$ cat src/rtl/fir_sample_sequencer_if.sv
// fir_sample_sequencer_if: enable/config, ADC, filter handshake and result bundle around the sequencer
interface fir_sample_sequencer_if #(
   parameter int BITSIZE   = 16,
   parameter int DIV_WIDTH = 16
);
   logic                 en;
   logic [DIV_WIDTH-1:0] clk_div;
   logic [BITSIZE-1:0]   adc_data;
   logic                 fir_start;
   logic [BITSIZE-1:0]   fir_din;
   logic [BITSIZE-1:0]   fir_dout;
   logic                 fir_valid;
   logic [BITSIZE-1:0]   data_out;
   logic                 data_valid;
   logic                 busy;
   logic [7:0]           overrun_cnt;
   logic                 timeout_err;
   modport master (
      output en, clk_div, adc_data, fir_dout, fir_valid,
      input  fir_start, fir_din, data_out, data_valid, busy, overrun_cnt, timeout_err
   );
   modport slave (
      input  en, clk_div, adc_data, fir_dout, fir_valid,
      output fir_start, fir_din, data_out, data_valid, busy, overrun_cnt, timeout_err
   );
endinterface

$ cat src/rtl/fir_sample_sequencer.sv
// fir_sample_sequencer: sample-tick divider, ADC capture and FIR start/valid handshake; FIR_SEQ_TIMEOUT_EN adds a WAIT watchdog
module fir_sample_sequencer #(
   parameter int BITSIZE   = 16,
   parameter int DIV_WIDTH = 16,
   parameter int TIMEOUT   = 64
) (
   input logic CLK,
   input logic nRST,
   fir_sample_sequencer_if.slave bus
);
   localparam logic [BITSIZE-1:0] MID = {1'b1, {(BITSIZE-1){1'b0}}};
   typedef enum logic [1:0] {IDLE, LAUNCH, WAIT} state_t;
   state_t               state;
   logic [DIV_WIDTH-1:0] div_cnt;
   logic [DIV_WIDTH-1:0] div_lat;
   logic                 valid_q;
   logic                 tick;
   logic                 vrise;
   if (TIMEOUT < 1) begin : g_timeout_chk
      $error("TIMEOUT must be at least 1");
   end
   assign tick     = (div_cnt == div_lat) & bus.en;
   assign vrise    = bus.fir_valid & ~valid_q;
   assign bus.busy = (state != IDLE);
`ifdef FIR_SEQ_TIMEOUT_EN
   localparam int TW = $clog2(TIMEOUT + 1);
   logic [TW-1:0] to_cnt;
   logic          to_hit;
   assign to_hit = (to_cnt == TW'(TIMEOUT - 1));
`else
   assign bus.timeout_err = 1'b0;
`endif
   // divider, valid edge detect and the IDLE/LAUNCH/WAIT run sequencer with registered strobes
   always_ff @(posedge CLK) begin
      if (!nRST) begin
         state           <= IDLE;
         div_cnt         <= '0;
         div_lat         <= bus.clk_div;
         valid_q         <= 1'b0;
         bus.fir_start   <= 1'b0;
         bus.data_valid  <= 1'b0;
         bus.fir_din     <= MID;
         bus.data_out    <= MID;
         bus.overrun_cnt <= '0;
`ifdef FIR_SEQ_TIMEOUT_EN
         to_cnt          <= '0;
         bus.timeout_err <= 1'b0;
`endif
      end else begin
         valid_q        <= bus.fir_valid;
         bus.fir_start  <= 1'b0;
         bus.data_valid <= 1'b0;
         if (!bus.en) begin
            div_cnt <= '0;
            state   <= IDLE;
         end else begin
            div_cnt <= tick ? '0 : div_cnt + 1'b1;
            if (tick)
               div_lat <= bus.clk_div;
            if (tick && state != IDLE && bus.overrun_cnt != 8'hff)
               bus.overrun_cnt <= bus.overrun_cnt + 1'b1;
            case (state)
               IDLE:
                  if (tick) begin
                     bus.fir_din   <= bus.adc_data;
                     bus.fir_start <= 1'b1;
                     state         <= LAUNCH;
                  end
               LAUNCH:
                  state <= WAIT;
               WAIT:
                  if (vrise) begin
                     bus.data_out   <= bus.fir_dout;
                     bus.data_valid <= 1'b1;
                     state          <= IDLE;
                  end
`ifdef FIR_SEQ_TIMEOUT_EN
                  else if (to_hit) begin
                     bus.timeout_err <= 1'b1;
                     state           <= IDLE;
                  end
`endif
               default:
                  state <= IDLE;
            endcase
         end
`ifdef FIR_SEQ_TIMEOUT_EN
         to_cnt <= (bus.en && state == WAIT) ? to_cnt + 1'b1 : '0;
`endif
      end
   end
endmodule

$ cat src/flat_wrapper.sv
// flat-port wrapper written by rule: the top's interface ports become plain ports
module fir_sample_sequencer_flat 
#(
   parameter int BITSIZE   = 16,
   parameter int DIV_WIDTH = 16,
   parameter int TIMEOUT   = 64
)
  (CLK, nRST, bus_en, bus_clk_div, bus_adc_data, bus_fir_dout, bus_fir_valid, bus_fir_start, bus_fir_din, bus_data_out, bus_data_valid, bus_busy, bus_overrun_cnt, bus_timeout_err);
  fir_sample_sequencer_if #(.BITSIZE(BITSIZE), .DIV_WIDTH(DIV_WIDTH)) bus_i ();
  input logic CLK;
  input logic nRST;
  input wire logic [$bits(bus_i.en)-1:0] bus_en;
  input wire logic [$bits(bus_i.clk_div)-1:0] bus_clk_div;
  input wire logic [$bits(bus_i.adc_data)-1:0] bus_adc_data;
  input wire logic [$bits(bus_i.fir_dout)-1:0] bus_fir_dout;
  input wire logic [$bits(bus_i.fir_valid)-1:0] bus_fir_valid;
  output wire logic [$bits(bus_i.fir_start)-1:0] bus_fir_start;
  output wire logic [$bits(bus_i.fir_din)-1:0] bus_fir_din;
  output wire logic [$bits(bus_i.data_out)-1:0] bus_data_out;
  output wire logic [$bits(bus_i.data_valid)-1:0] bus_data_valid;
  output wire logic [$bits(bus_i.busy)-1:0] bus_busy;
  output wire logic [$bits(bus_i.overrun_cnt)-1:0] bus_overrun_cnt;
  output wire logic [$bits(bus_i.timeout_err)-1:0] bus_timeout_err;
  assign bus_i.en = bus_en;
  assign bus_i.clk_div = bus_clk_div;
  assign bus_i.adc_data = bus_adc_data;
  assign bus_i.fir_dout = bus_fir_dout;
  assign bus_i.fir_valid = bus_fir_valid;
  assign bus_fir_start = bus_i.fir_start;
  assign bus_fir_din = bus_i.fir_din;
  assign bus_data_out = bus_i.data_out;
  assign bus_data_valid = bus_i.data_valid;
  assign bus_busy = bus_i.busy;
  assign bus_overrun_cnt = bus_i.overrun_cnt;
  assign bus_timeout_err = bus_i.timeout_err;
  fir_sample_sequencer #(.BITSIZE(BITSIZE), .DIV_WIDTH(DIV_WIDTH), .TIMEOUT(TIMEOUT)) u_core (.CLK(CLK), .nRST(nRST), .bus(bus_i));
endmodule
$ cat config.mk
export PLATFORM = sky130hd
export DESIGN_NAME = fir_sample_sequencer_flat
export DESIGN_NICKNAME = d
export VERILOG_FILES = /design/src/rtl/fir_sample_sequencer_if.sv /design/src/rtl/fir_sample_sequencer.sv /design/src/flat_wrapper.sv
export SDC_FILE = /design/constraint.sdc
export NUM_CORES = 1
export LEC_CHECK = 0
export CORE_MARGIN = 3
export CORE_UTILIZATION = 38
export CTS_BUF_LIST = sky130_fd_sc_hd__clkbuf_4
export DETAILED_ROUTE_END_ITERATION = 10
export PLACE_DENSITY = 0.65
export REMOVE_ABC_BUFFERS = 1
export SLEW_MARGIN = 20
export SYNTH_ARGS = -nofsm -noshare
export SYNTH_HDL_FRONTEND = slang
export SYNTH_SLANG_ARGS = --single-unit
$ cat constraint.sdc
create_clock -name CLK -period 2.8 [get_ports CLK]
set_input_delay 0.7 -clock CLK [delete_from_list [all_inputs] [get_ports CLK]]
set_output_delay 0.7 -clock CLK [all_outputs]
set_load 0.01 [all_outputs]
==> metrics.txt <==
Layout area overhead=38.1%; area leader, netlist=dfxtp_1; Critical Path Start Type=flop; Setup Buffers After CTS=0; hold buffer count at CTS=0; CTS max path bufs=2; Max Cap Viol=0; status=finished, final reports clean; number of global-route vias before repair=2279; Final Cycle Share=0.819; Logic pwr share=0.068; Clock Latency Late Sink=410 ps; Slew @ Worst Pin=546 ps; full die area=9390 µm²; post-route setup TNS=0 ps; Slew Limit Fails=0; Synth Register Bits=77; number of diodes=0; WP buf/inv=0; RSZ-0062 raised after global routing=no; Hold Vio Cnt, Final=0; Clock Power Share=0.330; post_cts resized=0; R2R Setup Slk=510 ps; Int Pwr=~0.0015 W; global-route wire length before repair=11.1 mm; Post-Place Cells=495; Worst Setup End Kind=flop; CP Class=flop to flop; Die H=96.9 µm; drt via density=4.61; CTS sink count=77; post-synthesis mux area share=0.0606; total chip power=0.00194 W; Slew headroom=0.636; DRC=0; CP required=3110 ps; Critical-path top delay cell=a2111o_1; Core Area=7890 µm²; dpl ws=111 ps; largest family of logic cells by synthesized area=simple AND/OR/NAND/NOR gates; worst hold path cell count=2; cell family with the largest share of critical-path delay=compound AO/OA/AOI/OAI gates; GP Congestion=0.779; Worst Hold End=u_core.bus.data_out[7]$_SDFFE_PN0P_; Most used DFF post-synth=dfxtp_1; reg-to-reg startpoint=u_core.div_cnt[10]$_SDFF_PP0_; EDFF count, synth=16; initial antenna violation count=0; nets=458; Avg WL per Cell=13.1 µm; crit path cell chain=nor2b_4 -> a2111o_1 -> nor4_4 -> o2111ai_2 -> o31a_1 -> o21a_1; f_max=0.436 GHz; Crit path largest cell delay=430 ps; unique cell type count in the Yosys netlist=39; Worst Path Max Fanout=13; worst hold start=u_core.bus.data_out[7]$_SDFFE_PN0P_; Yosys Warn Count=0; XOR/XNOR Fraction of Synth Area=0.0697; Post-Synth Simple-Gate Area=0.212; min setup slack post-route=507 ps; Worst Path Arrival=2600 ps; I/O Buffers=94; Die X=96.9 µm; Post-Syn Area=between 3000 and 4000 µm²; Final setup viols=0; Synth top area share=0.389; initial DRC count=69; GRT Residual Overflow=0; initial core utilization=0.398; Synth Area in Adders=0.00797; hold slack final=470 ps; vias after detailed routing=2355; pwr/cell area=roughly 450 nW/µm²; worst r2r path cells=6; GRT Total Usage=0.146; Layout Cells excl Fill=511; total CTS buffers=9; Seq/Total Area, Yosys=0.542; synthesized instance count=304; R2R Path End=u_core.bus.overrun_cnt[5]$_SDFFE_PN0P_; clock skew=roughly 19 ps; clock-pin slew on the worst setup and hold paths=110 ps; P_leak=1.47 nW; Compound-Gate Fraction of Synth Area=0.0729; DRT Wirelength=6.71 mm; post-route ant nets=0; Psw=0.000419 W; largest net degree at the start of global routing=29; Syn Area/Cell=slightly above 10 µm²; share of layout cells above drive strength 1=0.0709; DR pass1 iterations=4; Switching Fraction=0.216; Final min period=2290 ps; Worst VDD drop=between 0.2 and 0.25 mV; DPL Wire Length=just under 5 mm; CTS tree=built; Hold Path Class=flop to flop; CTS H-tree lvls=3; Post-synth ARST share=0; share of power burned in registers=0.602; CTS root buf=clkbuf_4; largest cells by area after synthesis=dfxtp_1 (39%), edfxtp_1 (15%), mux2i_1 (6.1%), nand2_1 (5.4%), xnor2_1 (5.3%); I/O Pins=96; num rows=32
-- area by class of cell --
cell class | instances | area (µm²)
clock buffers | 10 | 75.1
clock inverters | 6 | 52.6
fillers | 720 | 3550
inverters | 9 | 33.8
multi-input cells | 205 | 1330
flip-flops and latches | 77 | 1700
well taps | 102 | 128
repair buffers | 102 | 1010
-- layout by cell type, fill, tap and decap left out, types with 3 or more instances in the layout --
| master | synthesis | final |
|---|---|---|
| xnor2_1 | 19 | 19 |
| a21boi_1 | 3 | 3 |
| nand4_1 | 4 | 4 |
| mux2i_1 | 19 | 19 |
| and2_1 | 3 | 3 |
| nand3_1 | 10 | 10 |
| o21ai_0 | 4 | 4 |
| inv_1 | 9 | 9 |
| nor2b_1 | 18 | 18 |
| buf_4 | 2 | 7 |
| and3_1 | 8 | 8 |
| edfxtp_1 | 16 | 16 |
| clkdlybuf4s50_1 | 0 | 94 |
| a21boi_0 | 16 | 16 |
| nand2_1 | 45 | 45 |
| nor2_1 | 22 | 22 |
| xor2_1 | 6 | 6 |
| nand2b_1 | 3 | 3 |
| clkbuf_4 | 0 | 10 |
| dfxtp_1 | 61 | 61 |
| or3_1 | 4 | 4 |
-- synth_stat cells (2+ instances only) --
library cell  instances
dfxtp_1              61
buf_6                 2
clkbuf_1              8
nand3_1              10
inv_1                 9
nand4_1               4
xnor2_1              19
ha_1                  2
edfxtp_1             16
nand2_1              45
mux2i_1              19
or3_1                 4
a21boi_1              3
and2_1                3
a21boi_0             16
nor3_1                2
and3_2                2
and3_1                8
nand2b_1              3
o21ai_0               4
nor2_1               22
buf_4                 2
nor2b_1              18
xor2_1                6
nor4_4                2
-- per-stage QoR --
step | area, µm² | util
6_report | 4340 | 0.550
5_1_grt | 4340 | 0.550
4_1_cts | 4340 | 0.550
3_5_place_dp | 4210 | 0.534
3_3_place_gp | 4210 | 0.534
2_1_floorplan | 3070 | -
-- worst min-delay path, cell delays in order, from the launching register on --
cell	delay, ps
dfxtp_1	330
nand2_1	50
a21boi_0	60
-- kinds of logic (layout without fill, tap and decap cells) --
kind of cell,count (synthesis),in the layout
buffers and inverters,22,127
AOI/OAI and AO/OA,30,30
adders and majority gates,2,2
other,1,1
and+or+nand+nor,128,128
DFF,77,77
muxes,19,19
xor gates and xnor gates,25,25
-- worst max path at each step --
| stage | start | endpoint | slack [ps] | cells after the start |
|---|---|---|---|---|
| floorplan | u_core.div_cnt[10]$_SDFF_PP0_ | u_core.bus.fir_din[15]$_SDFFE_PN1P_ | 520 | 6 |
| global placement | bus_en | u_core.bus.overrun_cnt[5]$_SDFFE_PN0P_ | 140 | 6 |
| detailed placement | bus_en | u_core.bus.overrun_cnt[5]$_SDFFE_PN0P_ | 110 | 6 |
| CTS | u_core.div_lat[4]$_DFFE_PP_ | u_core.bus.overrun_cnt[5]$_SDFFE_PN0P_ | 490 | 6 |
| global route | u_core.div_lat[4]$_DFFE_PP_ | u_core.bus.overrun_cnt[2]$_SDFFE_PN0P_ | 360 | 6 |
| finish | u_core.div_cnt[10]$_SDFF_PP0_ | u_core.bus.overrun_cnt[5]$_SDFFE_PN0P_ | 510 | 6 |
-- power by group through the flow --
stage,clock network [W],registers [W],logic (W)
final,0.000639,0.00117,0.000131
after CTS,0.000669,0.00117,0.000133
after detailed placement,0,0.00119,0.000132
after global routing,0.000711,0.00117,0.000143
after floorplan,0,0.00119,0.0000392
after global placement,0,0.00119,0.000131
-- registers in the layout, summed over array words and instances, names as in the netlist --
register,count
u_core.bus.data_valid,1
u_core.valid_q,1
u_core.bus.data_out,16
u_core.div_cnt,16
u_core.bus.fir_start,1
u_core.bus.fir_din,16
u_core.state,2
u_core.div_lat,16
u_core.bus.overrun_cnt,8
-- metal layers --
layer / vias to the layer above / track usage / wire [µm]
met5: - / 0 / 0
met4: 0 / 0.0724 / 143
met3: 13 / 0.0317 / 266
met2: 48 / 0.232 / 3150
met1: 1069 / 0.186 / 3150
li1: 1225 / - / -
(Power assumes the default switching activity.)
